**src/rtl/memstream_rd_ctrl.sv**
```systemverilog
// Read sequencer for one ramb18_sdp weight memory. It streams START_ADDR..END_ADDR and wraps
// until stopped. Weights can be written at runtime, but only while the sequencer is idle.
module memstream_rd_ctrl #(
  parameter int unsigned DWIDTH     = 18,
  parameter int unsigned AWIDTH     = 10,
  parameter int unsigned START_ADDR = 0,
  parameter int unsigned END_ADDR   = 2**AWIDTH-1
) (
  input  logic              aclk,
  input  logic              aresetn,
  input  logic              start,
  input  logic              stop,
  output logic              busy,
  input  logic              cfg_wvalid,
  output logic              cfg_wready,
  input  logic [AWIDTH-1:0] cfg_waddr,
  input  logic [DWIDTH-1:0] cfg_wdata,
  output logic              mem_ena,
  output logic              mem_wea,
  output logic [AWIDTH-1:0] mem_addra,
  output logic [DWIDTH-1:0] mem_wdataa,
  output logic              mem_enb,
  output logic              mem_enqb,
  output logic [AWIDTH-1:0] mem_addrb,
  input  logic [DWIDTH-1:0] mem_rdqb,
  output logic [DWIDTH-1:0] m_axis_tdata,
  output logic              m_axis_tvalid,
  input  logic              m_axis_tready,
  output logic              m_axis_tlast
);

  localparam logic [AWIDTH-1:0] StartA = AWIDTH'(START_ADDR);
  localparam logic [AWIDTH-1:0] EndA   = AWIDTH'(END_ADDR);

  typedef enum logic [1:0] {StIdle, StRun, StDrain} state_e;

  state_e            state_q, state_d;
  logic [AWIDTH-1:0] cnt_q, cnt_d;
  logic              v1_q, v1_d, v2_q, v2_d;
  logic              last1_q, last1_d, last2_q, last2_d;
  logic              adv, issue;

  always_comb begin
    // The whole read pipeline, RAM registers included, moves only on adv.
    adv     = ~v2_q | m_axis_tready;
    issue   = adv & (state_q == StRun);
    state_d = state_q;
    cnt_d   = cnt_q;
    v1_d    = v1_q;
    v2_d    = v2_q;
    last1_d = last1_q;
    last2_d = last2_q;

    unique case (state_q)
      StIdle: begin
        if (start) begin
          state_d = StRun;
          cnt_d   = StartA;
        end
      end
      StRun:   if (stop) state_d = StDrain;
      StDrain: if (!v1_q && !v2_q) state_d = StIdle;
      default: state_d = StIdle;
    endcase

    if (adv) begin
      v2_d    = v1_q;
      last2_d = last1_q;
      v1_d    = issue;
      last1_d = issue & (cnt_q == EndA);
    end

    if (issue) cnt_d = (cnt_q == EndA) ? StartA : cnt_q + 1'b1;
  end

  always_ff @(posedge aclk or negedge aresetn) begin
    if (!aresetn) begin
      state_q <= StIdle;
      cnt_q   <= StartA;
      v1_q    <= 1'b0;
      v2_q    <= 1'b0;
      last1_q <= 1'b0;
      last2_q <= 1'b0;
    end else begin
      state_q <= state_d;
      cnt_q   <= cnt_d;
      v1_q    <= v1_d;
      v2_q    <= v2_d;
      last1_q <= last1_d;
      last2_q <= last2_d;
    end
  end

  assign busy          = (state_q != StIdle);
  assign cfg_wready    = (state_q == StIdle);
  assign mem_ena       = cfg_wvalid & cfg_wready;
  assign mem_wea       = mem_ena;
  assign mem_addra     = cfg_waddr;
  assign mem_wdataa    = cfg_wdata;
  // Held low during reset so the RAM read registers stay frozen.
  assign mem_enb       = adv & aresetn;
  assign mem_enqb      = adv & aresetn;
  assign mem_addrb     = cnt_q;
  assign m_axis_tdata  = mem_rdqb;
  assign m_axis_tvalid = v2_q;
  assign m_axis_tlast  = last2_q;

endmodule

```
**config.mk**
```make
export PLATFORM = sky130hd
export DESIGN_NAME = memstream_rd_ctrl
export DESIGN_NICKNAME = d
export VERILOG_FILES = /design/src/rtl/memstream_rd_ctrl.sv
export SDC_FILE = /design/constraint.sdc
export NUM_CORES = 1
export LEC_CHECK = 0
export ABC_AREA = 1
export CORE_AREA = 2 2 60 62
export CTS_CLUSTER_DIAMETER = 60
export DETAILED_ROUTE_END_ITERATION = 7
export DIE_AREA = 0 0 62 64
export DONT_BUFFER_PORTS = 1
export SYNTH_ARGS = -nofsm -noshare
export SYNTH_HDL_FRONTEND = slang
export SYNTH_SLANG_ARGS = --single-unit
```
**constraint.sdc**
```tcl
create_clock -name aclk -period 3 [get_ports aclk]
set_input_delay 0.45 -clock aclk [delete_from_list [all_inputs] [get_ports aclk]]
set_output_delay 0.45 -clock aclk [all_outputs]
set_load 0.005 [all_outputs]
```
==> results of run 1 <==
-- cell usage after synthesis (all sizes together) --
library cell,count
dfrtp,16
xnor2,3
nand4,2
a21oi,2
o21ai,6
ha,1
nand2,45
inv,15
xor2,2
nor2,14
buf,48
o211ai,1
nand3,4
-- kinds of logic (layout without fill, tap and decap cells) --
| kind of cell | after synthesis | after routing | synth area share [%] |
|---|---|---|---|
| compound gates | 9 | 9 | 4.66 |
| xor+xnor | 5 | 5 | 3.47 |
| fa+ha+maj | 1 | 1 | 0.992 |
| buf+inv | 63 | 20 | 33.0 |
| flops | 16 | 16 | 31.7 |
| simple gates | 65 | 65 | 26.1 |
-- sequential cells by signal (all words and copies together) (netlist names) --
register	cells
last1_q	1
m_axis_tvalid	1
m_axis_tlast	1
mem_addrb	10
v1_q	1
state_q	2
-- what timing repair did --
| item | in CTS | in global routing |
|---|---|---|
| endpoints found under the hold margin | 16 | 0 |
| hold buffers | 1 | 0 |
| gates resized for setup | 0 | 0 |
| buffers inserted | 0 | 0 |
| setup endpoints to repair | 0 | 0 |
-- where the power goes --
group / switching (mW) / internal [mW] / total (mW)
Sequential: 0.0619 / 0.257 / 0.319
Clock: 0.0674 / 0.0737 / 0.141
Combinational: 0.166 / 0.0776 / 0.244
Total: 0.295 / 0.408 / 0.704
-- cell type report --
class | instances | area share, %
Inverter | 15 | 5.60
Timing Repair Buffer | 1 | 0.996
Clock buffer | 4 | 3.61
Multi-Input combinational cell | 80 | 44.2
Sequential cell | 16 | 39.9
Tap cell | 46 | 5.73
-- path summary, 6_finish.rpt --
path	start	end	slack (ns)	cells past startpoint
worst max-delay path	state_q[1]$_DFFE_PN0P_	mem_ena	1.15	3
max in group asynchronous	aresetn	mem_addrb[9]$_DFFE_PN0P_	1.89	1
worst min-delay path	stop	state_q[0]$_DFFE_PN0P_	0.27	1
min in group asynchronous	aresetn	m_axis_tlast$_DFFE_PN0N_	0.66	1
worst max register to register	mem_addrb[0]$_DFFE_PN0P_	mem_addrb[0]$_DFFE_PN0P_	1.47	8
worst min register to register	last1_q$_DFFE_PN0N_	m_axis_tlast$_DFFE_PN0N_	0.49	2
-- layer usage --
layer	part of all wire, %	track usage (%)	vias up
li1	-	-	353
met1	39	11.9	336
met2	46	16.7	31
met3	11	5.26	14
met4	4.1	9.04	0
met5	0	0	-
-- stage by stage --
stage / setup slack (ns) / hold WS (ns)
global placement: 1.47 / 0.155
finish: 1.15 / 0.269
floorplan: 1.45 / 0.154
CTS: 1.12 / 0.264
global route: 0.954 / 0.280
detailed placement: 1.45 / 0.155
==> results.sh, run 1 <==
export IMPL_ys_warnings_count=0
export IMPL_fin_area_um2=1000
export IMPL_dp_hpwl_mm=1.56
export IMPL_drt_iter0_drc=22
export IMPL_drive_gt1_share_pct=16.4
export IMPL_cp_max_fo=4
export IMPL_p_leak_nw=0.469
export IMPL_grt_usage_pct=11.3
export IMPL_dr_pass1_iters=4
export IMPL_die_x_um=62
export IMPL_routed_wl_mm=2.01
export IMPL_multiInputGateArea_um2=444
export IMPL_path_class="flop to output port"
export IMPL_cap_violations=0
export IMPL_synth_area_um2=1260
export IMPL_relSlewSlack_pct=51.8
export IMPL_rows=21
export IMPL_grt_max_degree=17
export IMPL_path_delay_family="simple AND/OR/NAND/NOR gates"
export IMPL_synth_nets=212
export IMPL_num_nets_final=170
export IMPL_num_io_pins=116
export IMPL_setup_viol=0
export IMPL_timing_hold_worst_class="input pin to flop"
export IMPL_timing_final_crit_share_pct=61.8
export IMPL_design_power_total_mw=0.704
export IMPL_dpl_cell_area_um2=958
export IMPL_core_area_um2=3280
export IMPL_postSynthCellCount=159
export IMPL_drc=0
export IMPL_insertion_delay_ns=0.28
export IMPL_die_h_um=64
export IMPL_antenna_found_initial=0
export IMPL_crit_top_cell="nor2_1"
export IMPL_final_cell_mix="nand2_1, dfrtp_1, inv_1"
export IMPL_path_cells="nor2_1 > inv_1 > nor2_1"
export IMPL_area_growth_synth_to_final_pct=-20.3
export IMPL_rsz0062_at_grt="no"
export IMPL_status="complete, no violations"
export IMPL_dieArea_um2=3970
export IMPL_slowest_delay_ns=0.43
export IMPL_clockBufferDepth=2
export IMPL_initial_core_util_pct=38.4
export IMPL_grt_pass1_vias=737
export IMPL_clk_pin_slew_ns=0.10
export IMPL_vias=734
export IMPL_cts_made_buffers=3
export IMPL_cts_max_level=1
export IMPL_synth_top_area_share_pct=31.7
export IMPL_tightestPinTransition_ns=0.720
export IMPL_dp_cells=157
export IMPL_crit_buf_inv=1
export IMPL_slew_violations=0
export IMPL_routed_via_density=4.53
export IMPL_numClockSinks=16
export IMPL_fin_cells=162
export IMPL_max_vdd_ir_drop_v=0.000175
export IMPL_layout_min_cycle_time_ns=1.85
export IMPL_synthTopCellsByArea="dfrtp_1, buf_4, nand2_1, nor2_4, inv_1"
export IMPL_cp_start_kind="flop"
export IMPL_crit_path_end_kind="output port"
export IMPL_grt_pass1_wl_mm=3.37
export IMPL_synth_area_per_cell_um2=7.93
export IMPL_finish_utilization_pct=30.6
export IMPL_yosysTopAreaCell="dfrtp_1"
export IMPL_n_antenna_cell=0
export IMPL_wl_per_cell_um=12.4
export IMPL_layout_commonest_cell="nand2_1"
export IMPL_place_congestion=0.716
export IMPL_max_freq_ghz=0.539
export IMPL_ant_nets=0
export IMPL_synth_cell_types=21
export IMPL_slowest_stage="dfrtp_1"
export IMPL_ys_seq_area_share_pct=31.7
export IMPL_gr_total_overflow=0
export IMPL_worstPathArrival_ns=1.40
export IMPL_finalHoldViolations=0
export IMPL_fin_skew_ns=0.00450
export IMPL_ys_ff_latch=16
export IMPL_cp_data_required_time_ns=2.55
export IMPL_num_fill_cells=344
export IMPL_tns_ns=0
export IMPL_cts_root_buffer="clkbuf_4"
export IMPL_pwr_density_cell_nw_per_um2=701
export IMPL_seqCellArea_um2=400
export IMPL_port_buffers=0
export IMPL_cts_tree="done"
Note: power is estimated with default switching activity, not from simulation.
==> inputs of run 2 (changes only) <==
==> constraint.sdc (replaced) <==
create_clock -name aclk -period 1.7 [get_ports aclk]
set_input_delay 0.255 -clock aclk [delete_from_list [all_inputs] [get_ports aclk]]
set_output_delay 0.255 -clock aclk [all_outputs]
set_load 0.005 [all_outputs]
==> results.sh, run 2 (synthesized netlist as in run 1, its figures left out) <==
export IMPL_status="complete, no violations"
export IMPL_max_freq_ghz=0.647
export IMPL_relSlewSlack_pct=50.3
export IMPL_cp_data_required_time_ns=1.44
export IMPL_core_area_um2=3280
export IMPL_met2_length_um=954
export IMPL_slew_violations=0
export IMPL_seqCellArea_um2=400
export IMPL_area_growth_synth_to_final_pct=-19.5
export IMPL_die_h_um=64
export IMPL_tns_ns=0
export IMPL_slowest_delay_ns=0.44
export IMPL_grt_pass1_vias=770
export IMPL_timing_hold_worst_class="input pin to flop"
export IMPL_place_congestion=0.778
export IMPL_layout_commonest_cell="nand2_1"
export IMPL_combPwrFrac_pct=37.5
export IMPL_pwr_density_cell_nw_per_um2=1260
export IMPL_cp_max_fo=4
export IMPL_cts_tree="done"
export IMPL_n_antenna_cell=0
export IMPL_largest_reg_flops=10
export IMPL_dp_hpwl_mm=1.63
export IMPL_finalHoldViolations=0
export IMPL_crit_path_end_kind="output port"
export IMPL_cts_made_buffers=3
export IMPL_path_class="flop to output port"
export IMPL_insertion_delay_ns=0.29
export IMPL_wl_per_cell_um=13.0
export IMPL_die_x_um=62
export IMPL_fin_area_um2=1010
export IMPL_crit_buf_inv=1
export IMPL_layout_min_cycle_time_ns=1.55
export IMPL_num_nets_final=171
export IMPL_seq_power_share_pct=42.2
export IMPL_cap_violations=0
export IMPL_num_fill_cells=349
export IMPL_clk_pin_slew_ns=0.10
export IMPL_worstPathArrival_ns=1.29
export IMPL_drt_iter0_drc=16
export IMPL_grt_pass1_wl_mm=3.64
export IMPL_cts_root_buffer="clkbuf_4"
export IMPL_cp_start_kind="flop"
export IMPL_path_cells="nor2_2 > inv_1 > nor2_1"
export IMPL_gr_total_overflow=0
export IMPL_port_buffers=0
export IMPL_reg2reg_slack_ns=0.28
export IMPL_tightestPinTransition_ns=0.743
export IMPL_top_layer_used="met4"
export IMPL_dr_pass1_iters=4
export IMPL_routed_wl_mm=2.11
export IMPL_cts_max_level=1
export IMPL_multiInputGateArea_um2=447
export IMPL_routed_via_density=4.64
export IMPL_wl_met1_um=804
export IMPL_power_switching_mw=0.540
export IMPL_initial_core_util_pct=38.4
export IMPL_grt_max_degree=17
export IMPL_clkPwrFrac_pct=20.3
export IMPL_dpl_cell_area_um2=966
export IMPL_drc=0
export IMPL_vias=757
export IMPL_clockBufferDepth=2
export IMPL_path_delay_family="flip-flops"
export IMPL_drive_gt1_share_pct=17.9
export IMPL_max_vdd_ir_drop_v=0.000462
export IMPL_num_io_pins=116
export IMPL_rsz0062_at_grt="no"
export IMPL_p_int_mw=0.738
export IMPL_antenna_found_initial=0
export IMPL_numClockSinks=16
export IMPL_rows=21
export IMPL_p_leak_nw=0.474
export IMPL_swShare_pct=42.2
export IMPL_fin_skew_ns=0.00388
export IMPL_final_cell_mix="nand2_1, dfrtp_1, inv_1"
export IMPL_grt_usage_pct=12.0
export IMPL_setup_viol=0
export IMPL_wl_met3_um=255
export IMPL_timing_final_crit_share_pct=90.9
export IMPL_ant_nets=0
export IMPL_slowest_stage="dfrtp_1"
export IMPL_dieArea_um2=3970
[run 2: cell types whose count changed in the layout (fill, tap and decap cells not counted), sizes merged]
cell,delta
buf,+1
[run 2: worst reg2reg max path, stage by stage (launching register included)]
cell     delay (ns)
dfrtp_1        0.44
ha_1           0.24
nand2_1        0.08
nor2_2         0.14
nand3_2        0.12
nor2_4         0.13
nor2_4         0.07
nand2_1        0.06
nand2_1        0.05
[run 2: per-layer routing]
layer  vias to the layer above  track usage (%)
met5                         -                0
met4                         0             10.4
met3                        16             4.66
met2                        40             16.8
met1                       342             13.6
li1                        359                -
[run 2: final cells by class]
| cell class | count | share of cell area, % |
|---|---|---|
| Tap cell | 46 | 5.67 |
| Inverter | 15 | 5.55 |
| Multi-Input combinational cell | 80 | 44.0 |
| Timing Repair Buffer | 2 | 1.73 |
| Clock buffer | 4 | 3.58 |
| Sequential cell | 16 | 39.5 |
[run 2: power groups by stage]
stage               registers, mW  clock network, mW  logic (mW)
finish                      0.539              0.260       0.479
global route                0.551              0.282       0.558
CTS                         0.538              0.267       0.490
detailed placement          0.546                  0       0.479
global placement            0.540                  0       0.459
floorplan                   0.543                  0       0.465
[run 2: timing repair]
item / CTS / global route
hold buffers: 1 / 0
setup buffers: 0 / 0
endpoints found under the hold margin: 16 / 0
setup endpoints to repair: 0 / 2
gates resized for setup: 0 / 1
[run 2: worst paths after layout]
check,from,end,cells past startpoint
max,state_q[1]$_DFFE_PN0P_,mem_ena,3
min,stop,state_q[0]$_DFFE_PN0P_,1
max reg2reg,mem_addrb[1]$_DFFE_PN0P_,mem_addrb[5]$_DFFE_PN0P_,8
min reg2reg,last1_q$_DFFE_PN0N_,m_axis_tlast$_DFFE_PN0N_,2
max in group asynchronous,aresetn,mem_addrb[5]$_DFFE_PN0P_,1
min in group asynchronous,aresetn,last1_q$_DFFE_PN0N_,1
[run 2: stage by stage]
step	utilization [%]	cells	power, mW	hold WS (ns)	setup slack, ns
6_report	30.9	163	1.28	0.0646	0.154
5_1_grt	30.9	163	1.39	0.0844	0.0181
4_1_cts	30.8	163	1.29	0.0594	0.00158
3_5_place_dp	29.4	158	1.02	-0.0402	0.278
3_3_place_gp	29.4	158	1.00	-0.0402	0.337
2_1_floorplan	-	159	1.01	-0.0406	0.347
==> inputs of run 3 (changes only) <==
--- a/config.mk
+++ b/config.mk
@@ -6,11 +6,14 @@
 export NUM_CORES = 1
 export LEC_CHECK = 0
 export ABC_AREA = 1
-export CORE_AREA = 2 2 60 62
+export CELL_PAD_IN_SITES_DETAIL_PLACEMENT = 0
+export CELL_PAD_IN_SITES_GLOBAL_PLACEMENT = 1
+export CORE_AREA = 2 2 68 70
 export CTS_CLUSTER_DIAMETER = 60
 export DETAILED_ROUTE_END_ITERATION = 7
-export DIE_AREA = 0 0 62 64
+export DIE_AREA = 0 0 70 72
 export DONT_BUFFER_PORTS = 1
+export PLACE_DENSITY_LB_ADDON = 0.1
 export SYNTH_ARGS = -nofsm -noshare
 export SYNTH_HDL_FRONTEND = slang
 export SYNTH_SLANG_ARGS = --single-unit
==> results.sh, run 3 (synthesized netlist as in run 1, its figures left out) <==
export IMPL_grt_pass1_vias=766
export IMPL_worstPathArrival_ns=1.24
export IMPL_tns_ns=0
export IMPL_num_io_pins=116
export IMPL_max_vdd_ir_drop_v=0.000553
export IMPL_cts_root_buffer="clkbuf_8"
export IMPL_path_class="flop to output port"
export IMPL_layout_min_cycle_time_ns=1.49
export IMPL_insertion_delay_ns=0.25
export IMPL_grt_max_degree=17
export IMPL_drive_gt1_share_pct=17.2
export IMPL_r2r_start="mem_addrb[1]$_DFFE_PN0P_"
export IMPL_initial_core_util_pct=29.6
export IMPL_r2r_end="mem_addrb[3]$_DFFE_PN0P_"
export IMPL_cts_tree="done"
export IMPL_antenna_found_initial=0
export IMPL_p_leak_nw=0.475
export IMPL_status="complete, no violations"
export IMPL_grt_pass1_wl_mm=3.84
export IMPL_layout_commonest_cell="nand2_1"
export IMPL_swShare_pct=42.1
export IMPL_reg2reg_slack_ns=0.31
export IMPL_clk_pin_slew_ns=0.06
export IMPL_die_h_um=72
export IMPL_rsz0062_at_grt="no"
export IMPL_worst_slack_ns=0.207
export IMPL_timing_hold_worst_class="input pin to flop"
export IMPL_n_antenna_cell=0
export IMPL_clockBufferDepth=2
export IMPL_ant_nets=0
export IMPL_grt_usage_pct=9.81
export IMPL_fin_skew_ns=0.00451
export IMPL_crit_path_end_kind="output port"
export IMPL_pwr_density_cell_nw_per_um2=1280
export IMPL_largest_reg_flops=10
export IMPL_seq_power_share_pct=40.8
export IMPL_finalHoldViolations=0
export IMPL_cp_data_required_time_ns=1.44
export IMPL_rows=24
export IMPL_place_ws_ns=0.301
export IMPL_setup_viol=0
export IMPL_gr_total_overflow=0
export IMPL_cts_made_buffers=3
export IMPL_dr_pass1_iters=5
export IMPL_port_buffers=0
export IMPL_fin_cells=168
export IMPL_slew_violations=0
export IMPL_vias=747
export IMPL_final_cell_mix="nand2_1, dfrtp_1, inv_1"
export IMPL_drc=0
export IMPL_core_area_um2=4260
export IMPL_area_growth_synth_to_final_pct=-18.6
export IMPL_die_x_um=70
export IMPL_cp_start_kind="flop"
export IMPL_dp_cells=164
export IMPL_tightestPinTransition_ns=0.752
export IMPL_reg2regPathDepth=8
export IMPL_relSlewSlack_pct=49.7
export IMPL_clkPwrFrac_pct=22.3
export IMPL_dieArea_um2=5040
export IMPL_wl_per_cell_um=14.5
export IMPL_num_nets_final=171
export IMPL_cp_max_fo=4
export IMPL_dp_hpwl_mm=1.84
export IMPL_routed_via_density=4.45
export IMPL_p_int_mw=0.765
export IMPL_crit_path_start="state_q[1]$_DFFE_PN0P_"
export IMPL_timing_final_crit_share_pct=87.8
export IMPL_numClockSinks=16
export IMPL_combPwrFrac_pct=36.9
export IMPL_power_switching_mw=0.555
export IMPL_drt_iter0_drc=18
export IMPL_cap_violations=0
export IMPL_routed_wl_mm=2.44
export IMPL_cts_max_level=1
export IMPL_max_freq_ghz=0.670
export IMPL_post_cts_buffers=0
export IMPL_place_congestion=0.683
export IMPL_crit_end="mem_ena"
run 3: cell count changes in the layout (fill, tap and decap cells not counted):
cell      previous run  this run
clkbuf_4             3         0
clkbuf_8             1         3
run 3: power groups by stage:
stage               combinational, mW  clock (mW)  sequential, mW
finish                          0.487       0.294           0.538
detailed placement              0.486           0           0.547
global route                    0.545       0.323           0.552
CTS                             0.499       0.305           0.540
floorplan                       0.465           0           0.543
global placement                0.486           0           0.545
run 3: worst min path at each step:
stage	start	endpoint	slack (ns)	depth (start not counted)
6_report	stop	state_q[0]$_DFFE_PN0P_	0.12	1
3_3_place_gp	aresetn	m_axis_tlast$_DFFE_PN0N_	-0.04	0
5_1_grt	stop	state_q[0]$_DFFE_PN0P_	0.13	1
2_1_floorplan	aresetn	last1_q$_DFFE_PN0N_	-0.04	0
4_1_cts	stop	state_q[0]$_DFFE_PN0P_	0.12	1
3_5_place_dp	aresetn	m_axis_tlast$_DFFE_PN0N_	-0.04	0
run 3: worst max-delay path, stage by stage (launching register included):
cell and delay [ns]:
dfrtp_1 0.42, nor2_2 0.26, inv_1 0.12, nor2_1 0.20
run 3: area by class of cell:
| cell class | count | area [um2] |
|---|---|---|
| clock buffer | 3 | 41.3 |
| fill | 501 | 3240 |
| inverter | 15 | 56.3 |
| sequential | 16 | 400 |
| timing repair buffer | 2 | 17.5 |
| multi-input combinational | 80 | 447 |
| tap | 52 | 65.1 |
run 3: through the flow:
step	hold WS, ns	util [%]	total power [mW]	cell area [um2]
finish	0.121	24.1	1.32	1030
global route	0.129	24.1	1.42	1030
CTS	0.121	24.0	1.34	1020
detailed placement	-0.0401	22.8	1.03	973
global placement	-0.0401	22.8	1.03	973
floorplan	-0.0406	-	1.01	1260
run 3: repair_timing:
| action | CTS | global route |
|---|---|---|
| hold buffers | 1 | 0 |
| setup endpoints to repair | 0 | 2 |
| gates resized for setup | 0 | 1 |
| hold endpoints to repair | 16 | 0 |
run 3: routing by layer:
metal / global-route usage [%] / routed length (um) / vias to the layer above
met3: 7.50 / 363 / 10
met2: 15.6 / 1160 / 53
met5: 0 / 0 / -
met1: 10.2 / 867 / 333
li1: - / - / 351
met4: 2.78 / 48 / 0
